<file path="config.mk">
export PLATFORM = sky130hd
export DESIGN_NAME = keys_debounce
export DESIGN_NICKNAME = d
export VERILOG_FILES = /design/src/rtl/keys_debounce.sv
export SDC_FILE = /design/constraint.sdc
export NUM_CORES = 1
export LEC_CHECK = 0
export CORE_MARGIN = 5
export CORE_UTILIZATION = 31
export CTS_CLUSTER_SIZE = 10
export DETAILED_ROUTE_END_ITERATION = 10
export HOLD_SLACK_MARGIN = 0.08
export PLACE_DENSITY_LB_ADDON = 0.08
export REMOVE_ABC_BUFFERS = 1
export SLEW_MARGIN = 20
export SYNTH_ARGS = -nofsm -noshare
export SYNTH_HDL_FRONTEND = slang
export SYNTH_SLANG_ARGS = --single-unit
export TNS_END_PERCENT = 5
</file>
<file path="constraint.sdc">
create_clock -name clk_i -period 3.1 [get_ports clk_i]
set_clock_uncertainty 0.15 [all_clocks]
set_input_delay 0.465 -clock clk_i [delete_from_list [all_inputs] [get_ports clk_i]]
set_output_delay 0.465 -clock clk_i [all_outputs]
set_load 0.02 [all_outputs]
</file>
<file path="src/rtl/keys_debounce.sv">
// keys_debounce: synchronizes and debounces a vector of active-low key inputs.
// A shared prescaler tick samples every key. A key's stable level changes only
// after DEBOUNCE_CNT consecutive tick samples that differ from the current level.
//
// Ports:
//   clk_i      core clock
//   rst_n_i    asynchronous active-low reset
//   keys_i     raw, asynchronous, bouncing key levels (1 = released, 0 = pressed)
//   keys_o     debounced stable key levels
//   keys_chg_o one-cycle strobe, high in the first cycle keys_o holds a new value
//   tick_o     debug strobe, high in the cycle after the prescaler samples
module keys_debounce #(
  parameter int unsigned NUM_KEYS     = 61,
  parameter int unsigned TICK_DIV     = 780,
  parameter int unsigned DEBOUNCE_CNT = 4
) (
  input  logic                clk_i,
  input  logic                rst_n_i,
  input  logic [NUM_KEYS-1:0] keys_i,
  output logic [NUM_KEYS-1:0] keys_o,
  output logic                keys_chg_o,
  output logic                tick_o
);

  localparam int unsigned CNT_W = $clog2(DEBOUNCE_CNT + 1);
  localparam int unsigned PRE_W = $clog2(TICK_DIV);

  logic [NUM_KEYS-1:0] r_sync1;
  logic [NUM_KEYS-1:0] r_sync2;
  logic [PRE_W-1:0]    r_pre;
  logic [CNT_W-1:0]    r_cnt [NUM_KEYS];
  logic [NUM_KEYS-1:0] r_keys;
  logic                r_chg;
  logic                r_tick;

  logic                w_tick;
  logic [NUM_KEYS-1:0] w_keys_nxt;
  logic [CNT_W-1:0]    w_cnt_nxt [NUM_KEYS];

  // Two-flop synchronizer; resets to the released level.
  always_ff @(posedge clk_i or negedge rst_n_i) begin
    if (!rst_n_i) begin
      r_sync1 <= '1;
      r_sync2 <= '1;
    end else begin
      r_sync1 <= keys_i;
      r_sync2 <= r_sync1;
    end
  end

  // Shared sample prescaler, counts 0..TICK_DIV-1.
  assign w_tick = (r_pre == PRE_W'(TICK_DIV - 1));

  always_ff @(posedge clk_i or negedge rst_n_i) begin
    if (!rst_n_i) begin
      r_pre <= '0;
    end else if (w_tick) begin
      r_pre <= '0;
    end else begin
      r_pre <= r_pre + PRE_W'(1);
    end
  end

  // Per-key integrating debounce; a matching sample restarts the count.
  always_comb begin
    w_keys_nxt = r_keys;
    for (int k = 0; k < NUM_KEYS; k++) begin
      w_cnt_nxt[k] = r_cnt[k];
    end
    if (w_tick) begin
      for (int k = 0; k < NUM_KEYS; k++) begin
        if (r_sync2[k] == r_keys[k]) begin
          w_cnt_nxt[k] = '0;
        end else if (r_cnt[k] == CNT_W'(DEBOUNCE_CNT - 1)) begin
          w_keys_nxt[k] = r_sync2[k];
          w_cnt_nxt[k]  = '0;
        end else begin
          w_cnt_nxt[k] = r_cnt[k] + CNT_W'(1);
        end
      end
    end
  end

  always_ff @(posedge clk_i or negedge rst_n_i) begin
    if (!rst_n_i) begin
      for (int k = 0; k < NUM_KEYS; k++) begin
        r_cnt[k] <= '0;
      end
      r_keys <= '1;
      r_chg  <= 1'b0;
      r_tick <= 1'b0;
    end else begin
      for (int k = 0; k < NUM_KEYS; k++) begin
        r_cnt[k] <= w_cnt_nxt[k];
      end
      r_keys <= w_keys_nxt;
      // Any number of keys flipping on one tick yields a single strobe.
      r_chg  <= (w_keys_nxt != r_keys);
      r_tick <= w_tick;
    end
  end

  assign keys_o     = r_keys;
  assign keys_chg_o = r_chg;
  assign tick_o     = r_tick;

endmodule

</file>
# Word level (Yosys, flattened, before mapping)
# Index checks and enable logic that the tools add are counted.
word_totals:
  regBits: 378
  output_inout_bits: 63
  wordCells: 499
classes:
  addsub: 62
  eq_ne: 124
  n_mux: 246
op_table:
  columns: ["operator", "count"]
  rows:
  - ["$mux 3", 122]
  - ["$add 3x1->3 const B", 61]
  - ["$eq 3x2->1 const B", 61]
  - ["$mux 1", 122]
  - ["$eq 1x1->1", 61]
  - ["$mux 61", 1]
  - ["$ne 61x61->1", 1]
  - ["$add 10x1->10 const B", 1]
  - ["$eq 10x10->1 const B", 1]
  - ["$mux 10", 1]

# Logic depth before layout (Yosys ltp)
# Gate-level depths: netlist of run 1.
logic_depth:
  word_depth: 5
  ltp_mapped: 9
  depth_no_buf: 6

# Worst setup path before layout of run 1
# OpenSTA, ideal clock, no wires.
synth_path:
  path_type: "flip-flop to flip-flop"
  from: "register r_pre[5]"
  to: "register r_cnt[101] (netlist bit)"
  arrival_time_ns: 2.055
  required_ns: 2.831
  setup_slack_ns: 0.776
  path_stages_with_launch: 7
  path_buffers: 3
  synth_period_minus_slack_ns: 2.324
  path_cell_list: "dfrtp_1 > or4_1 > or4_1 > clkbuf_1 > clkbuf_1 > clkbuf_1 > o21a_1"
synth_between:
  elab_chain_cells: 1
synth_rtl:
  columns: ["element", "line_no", "text"]
  rows:
  - ["start, declared", "30", "logic [PRE_W-1:0] r_pre;"]
  - ["start signal, assigned", "60", "r_pre <= r_pre + PRE_W'(1);"]
  - ["$eq 10x10->1", "52", "assign w_tick = (r_pre == PRE_W'(TICK_DIV - 1));"]
  - ["end signal, assigned by index", "94", "r_cnt[k] <= w_cnt_nxt[k];"]
  - ["end, declared", "31", "logic [CNT_W-1:0] r_cnt [NUM_KEYS];"]
# No other way between the ends.
# A chain may end at the register's enable or synchronous reset.

# Worst setup path in the final report of run 1
layout_path:
  from: "register r_pre[5]"
  to: "register r_cnt[177] (netlist bit)"
# The elaborated chain is that of the path after synthesis.

==> results of run 1 <==
cell type report:
class	instances	area (µm²)	share of cell area, %
tap	672	840.8	4.353
inverter	15	58.81	0.3045
multi-input combinational	911	5751	29.77
timing repair buffer	144	1489	7.709
sequential	378	9688	50.16
clock buffer	82	1419	7.346
clock inverter	5	67.56	0.3498
worst max-delay path by stage:
stage,startpoint,slack [ps],to,cells after the start
floorplan,r_pre[0]$_DFF_PN0_,-4890,keys_o[12]$_DFF_PN1_,6
global placement,r_pre[5]$_DFF_PN0_,510,keys_o[52]$_DFF_PN1_,6
detailed placement,r_pre[5]$_DFF_PN0_,470,r_cnt[3]$_DFFE_PN0N_,5
CTS,r_pre[5]$_DFF_PN0_,450,r_cnt[3]$_DFFE_PN0N_,5
global route,r_pre[5]$_DFF_PN0_,300,r_cnt[120]$_DFFE_PN0N_,5
finish,r_pre[5]$_DFF_PN0_,230,r_cnt[177]$_DFFE_PN0N_,5
cells by family after synthesis:
kind of cell | share of synthesized area [%]
mux | 3.362
compound gates | 7.019
flops | 61.55
simple gates | 17.36
xor+xnor | 3.839
buf+inv | 1.940
fa+ha+maj | 4.928
synthesized netlist by cell type (10+ instances only):
library cell  count
a21o_1           56
buf_2            10
clkbuf_1         20
dfrtp_1         195
dfstp_2         183
ha_1             62
inv_1            14
mux2_1           23
mux2_2           24
nand2_1         197
nand2b_1         14
nand3_1          72
nor2_1          135
nor2b_1          80
nor4_1           67
o21a_1           61
o21ai_0          19
o32ai_1          14
xnor2_1          64
per-layer routing:
metal | vias up | wire length (µm) | GRT usage [%]
li1 | 4907 | - | -
met1 | 4745 | 14870 | 15.59
met2 | 131 | 14150 | 18.43
met3 | 54 | 1331 | 2.800
met4 | 0 | 770 | 3.642
met5 | - | 0 | 0
sequential cells by signal, indices dropped and copies added, names as in the netlist:
name        cells
r_cnt         183
keys_o         61
r_sync1        61
r_sync2        61
r_pre          10
keys_chg_o      1
tick_o          1
metrics by stage:
stage | hold WS, ps | setup slack [ps] | util [%]
floorplan | 19.41 | -4890 | -
global route | 106.0 | 298.2 | 38.50
finish | 151.4 | 231.2 | 38.50
detailed placement | 196.8 | 466.7 | 35.51
CTS | 96.82 | 446.6 | 38.50
global placement | 195.7 | 507.8 | 35.51
power by group:
part           internal, mW  switching, mW
clock                  3.17           2.06
sequential             5.09         0.0395
combinational         0.126          0.177
what timing repair did:
action,CTS,global route
hold buffers,1,0
setup buffers,0,0
hold endpoints to repair,50,0
==> impl_metrics.toml, run 1 <==
[routing]
firstDrtPassIters = 4
drt_iter0_drc = 428
drc = 0
wire_per_inst_um = 14.10
postRouteAntennaNets = 0
dr_total_vias = 9837
via_per_inst = 4.457
wl_mm = 31.13

[sta]
setup_viol = 0
slew_viol_final = 0
fin_crit_sh_pct = 92.54
max_slew_margin_pct = 27.37
hold_viol = 0
fin_tns_setup_ps = 0
period_needed_ps = 2869
rsz0062_at_grt = "no"
fmax_mhz = 348.6
max_slew.worst_pin.slew_ps = 1089

[global_routing]
grt_usage_pct = 11.53
grt_max_degree = 206
grt_pass1_wl_mm = 53.78
first_global_vias = 10452
antenna_found_initial = 0
overflow = 0

[clock_tree]
cts_buffer_depth = 3
h-tree-depth = 2
cts_root_buf = "clkbuf_16"
clock_latency_ps = 570
clkSinkCount = 378
numCtsBuffers = 47
clk_pin_slew_worst_paths_ps = 60
cts_tree = "yes"
cts-resized-gates = 0

[cells_and_area]
fin_area_um2 = 19310
num-fill-cells = 4883
area_delta_synth_final_pct = 22.70
final_common_cell = "nand2_1"
n_antenna_cell = 0
fin_cells = 2207
nets = 1622
drive_above_1_share_pct = 18.89
most-common-layout-cells = "nand2_1 (197), dfrtp_1 (195), dfstp_2 (183), nor2_1 (135), clkdlybuf4s50_1 (124)"

[critical_path]
crit_chain = "or4_1 > or4_4 > buf_12 > nor4_1 > a21o_1"
r2r_setup_slack_ps = 230
critPathMaxFanout = 205
cp.arrival_ps = 3210
crit_required_ps = 3440
start_kind = "register"
slowest_stage = "or4_4"
crit_family = "simple AND/OR/NAND/NOR gates"
r2r_end = "r_cnt[177]$_DFFE_PN0N_"
r2r_start = "r_pre[5]$_DFF_PN0_"
cp-end-kind = "register"
worst_path_largest_cell_delay_ps = 540
worstRegToRegCells = 5
crit_buf_inv = 1
crit_type = "reg -> reg"

[synth]
synth_top_cell_area_share_pct = 31.00
syn_avg_cell_area_um2 = 11.69
netlist_top_cells_area = "dfrtp_1 (31%), dfstp_2 (31%), ha_1 (4.9%)"
ys_seq_area_share_pct = 61.55
ys_warn_count = 0
synth_top_area_cell = "dfrtp_1"
synth_ff_type = "dfrtp_1"
netlist_area_um2 = 15740
synth_edf_count = 0
async_flop_share_pct = 100.0
yosys.cell_types.count = 31
synth_cells = 1347
ys_ff_latch = 378

[placed_design]
dp.cells = 2119
io_buffers = 125
place.gp.congestion = 0.6754
hpwl_mm = 19.45
dpl-instance-area_um2 = 17820

[min_path]
hold_path_depth = 1
hp-start = "keys_i[23]"
min_path_type = "in -> reg"
hold_end = "r_sync1[23]$_DFF_PN1_"

[run]
cap_violations = 0

[power]
ir_drop_uv = 362.6
p_total_mw = 10.66
total_leakage_power_nw = 9.228
power.density_nw_per_um2 = 551.7

[floorplanning]
core-area_um2 = 50170
pin_count = 126
die-area_um2 = 55380
fp.dieH_um = 235.3
die_w_um = 235.3
num_rows = 82
initial_core_util_pct = 31.37

[run_status]
status = "finished, final reports clean"
No activity file was read; power rests on OpenSTA's default activity.
==> run 2, diff against run 1 <==
--- a/config.mk
+++ b/config.mk
@@ -5,6 +5,7 @@
 export SDC_FILE = /design/constraint.sdc
 export NUM_CORES = 1
 export LEC_CHECK = 0
+export ABC_CLOCK_PERIOD_IN_PS = 3100
 export CORE_MARGIN = 5
 export CORE_UTILIZATION = 31
 export CTS_CLUSTER_SIZE = 10
==> results of run 2 <==
Final layout, timing and power as in run 1 (identical DEF).
==> run 3, diff against run 2 <==
--- a/config.mk
+++ b/config.mk
@@ -8,7 +8,7 @@
 export ABC_CLOCK_PERIOD_IN_PS = 3100
 export CORE_MARGIN = 5
 export CORE_UTILIZATION = 31
-export CTS_CLUSTER_SIZE = 10
+export CTS_CLUSTER_SIZE = 28
 export DETAILED_ROUTE_END_ITERATION = 10
 export HOLD_SLACK_MARGIN = 0.08
 export PLACE_DENSITY_LB_ADDON = 0.08
==> impl_metrics.toml, run 3 (synthesis results as in run 1) <==
[routing]
wl_met3_mm = 1.292
wire_per_inst_um = 14.11
dr_total_vias = 9838
postRouteAntennaNets = 0
via_per_inst = 4.466
drt-met1-wl_mm = 14.87
wl_mm = 31.08
highest_layer = "met4"
drt_iter0_drc = 438
firstDrtPassIters = 4
dr_wl_met2_mm = 14.19
drc = 0

[critical_path]
crit_required_ps = 3440
cp-end-kind = "register"
critPathMaxFanout = 205
crit_family = "simple AND/OR/NAND/NOR gates"
cp.arrival_ps = 3240
worst_path_largest_cell_delay_ps = 540
start_kind = "register"
crit_chain = "or4_1 > or4_4 > buf_12 > nor4_1 > a21o_1"
crit_buf_inv = 1
crit_type = "reg -> reg"
slowest_stage = "or4_4"

[placed_design]
hpwl_mm = 19.45
io_buffers = 125
place.gp.congestion = 0.6754

[clock_tree]
cts_root_buf = "clkbuf_16"
clk_pin_slew_worst_paths_ps = 50
cts_buffer_depth = 3
h-tree-depth = 2
clock_latency_ps = 560
numCtsBuffers = 45
cts_tree = "yes"
clkSinkCount = 378
postCtsSetupBuffers = 0

[global_routing]
overflow = 0
grt_pass1_wl_mm = 53.54
grt_usage_pct = 11.49
antenna_found_initial = 0
first_global_vias = 10425
grt_max_degree = 206

[cells_and_area]
largest_reg_flops = 183
nets = 1620
drive_above_1_share_pct = 19.07
area_delta_synth_final_pct = 22.39
num-fill-cells = 4880
n_antenna_cell = 0
most-common-layout-cells = "nand2_1 (197), dfrtp_1 (195), dfstp_2 (183), nor2_1 (135), clkdlybuf4s50_1 (124)"
final_common_cell = "nand2_1"
final_util_pct = 38.40
top_register = "r_cnt"

[floorplanning]
core-area_um2 = 50170
fp.dieH_um = 235.3
die_w_um = 235.3
die-area_um2 = 55380
initial_core_util_pct = 31.37
num_rows = 82
pin_count = 126

[sta]
setup_viol = 0
slew_viol_final = 0
rsz0062_at_grt = "no"
max_slew.worst_pin.slew_ps = 1137
hold_viol = 0
fmax_mhz = 345.0
fin_crit_sh_pct = 93.50
hold_slack_ps = 157.2
max_slew_margin_pct = 24.22
period_needed_ps = 2898

[run]
cap_violations = 0

[power]
total_leakage_power_nw = 9.214
power.density_nw_per_um2 = 546.2
p_total_mw = 10.52
ir_drop_uv = 330.1

[min_path]
min_path_type = "in -> reg"

[run_status]
status = "finished, final reports clean"
[run 3: cell count changes in the layout (fill, tap and decap cells not counted)]
| cell | change |
|---|---|
| clkbuf_16 | -1 |
| clkinv_8 | -1 |
| clkbuf_8 | -1 |
| clkbuf_1 | -6 |
| inv_6 | +1 |
| clkinv_2 | +4 |
[run 3: repair_timing]
| item | in CTS | in global routing |
|---|---|---|
| resized for setup | 0 | 0 |
| hold buffers | 1 | 0 |
| setup endpoints to repair | 0 | 0 |
| hold endpoints to repair | 50 | 0 |
[run 3: worst register-to-register path: cells and delay by family, from the launching register on]
| kind | cells | cell delay [ps] |
|---|---|---|
| and+or+nand+nor | 3 | 1910 |
| DFF | 1 | 410 |
| buffers and inverters | 1 | 250 |
| AOI/OAI and AO/OA | 1 | 120 |
[run 3: final cells by class]
class | count | area (µm²) | area share [%]
timing repair buffer | 144 | 1489 | 7.729
sequential | 378 | 9688 | 50.29
inverter | 15 | 58.81 | 0.3053
clock inverter | 9 | 80.08 | 0.4157
clock buffer | 74 | 1358 | 7.047
multi-input combinational | 911 | 5751 | 29.85
tap | 672 | 840.8 | 4.364
[run 3: final timing paths]
check                                 startpoint                     end  slack, ps  depth (start not counted)
hold reg to reg            r_sync1[22]$_DFF_PN1_   r_sync2[22]$_DFF_PN1_        200                          0
hold / removal                        keys_i[23]   r_sync1[23]$_DFF_PN1_        160                          1
min in group asynchronous                rst_n_i  r_cnt[169]$_DFFE_PN0N_        320                          2
setup / recovery              r_pre[5]$_DFF_PN0_  r_cnt[138]$_DFFE_PN0N_        200                          5
setup reg to reg              r_pre[5]$_DFF_PN0_  r_cnt[138]$_DFFE_PN0N_        200                          5
max in group asynchronous                rst_n_i    keys_o[60]$_DFF_PN1_       1580                          4
[run 3: metal layers]
metal,up-vias,global-route usage (%)
met4,0,3.835
met2,133,18.40
li1,4896,-
met1,4765,15.47
met3,44,2.706
met5,-,0
[run 3: report_power, final]
part           total (mW)  leakage, nW  internal [mW]  switching (mW)
Sequential           5.13         4.62           5.09          0.0395
Clock                5.09        0.702           3.07            2.03
Combinational       0.303         3.89          0.126           0.177
Total                10.5         9.21           8.28            2.24
[run 3: metrics by stage]
| step | setup WS (ps) | instance area (µm²) | TNS (ps) | instances |
|---|---|---|---|---|
| after floorplan | -4890 | 15490 | -896310 | 1304 |
| final | 201.6 | 19260 | 0 | 2203 |
| after global placement | 507.8 | 17820 | 0 | 2119 |
| after CTS | 453.7 | 19260 | 0 | 2203 |
| after detailed placement | 466.7 | 17820 | 0 | 2119 |
| after global routing | 304.6 | 19260 | 0 | 2203 |
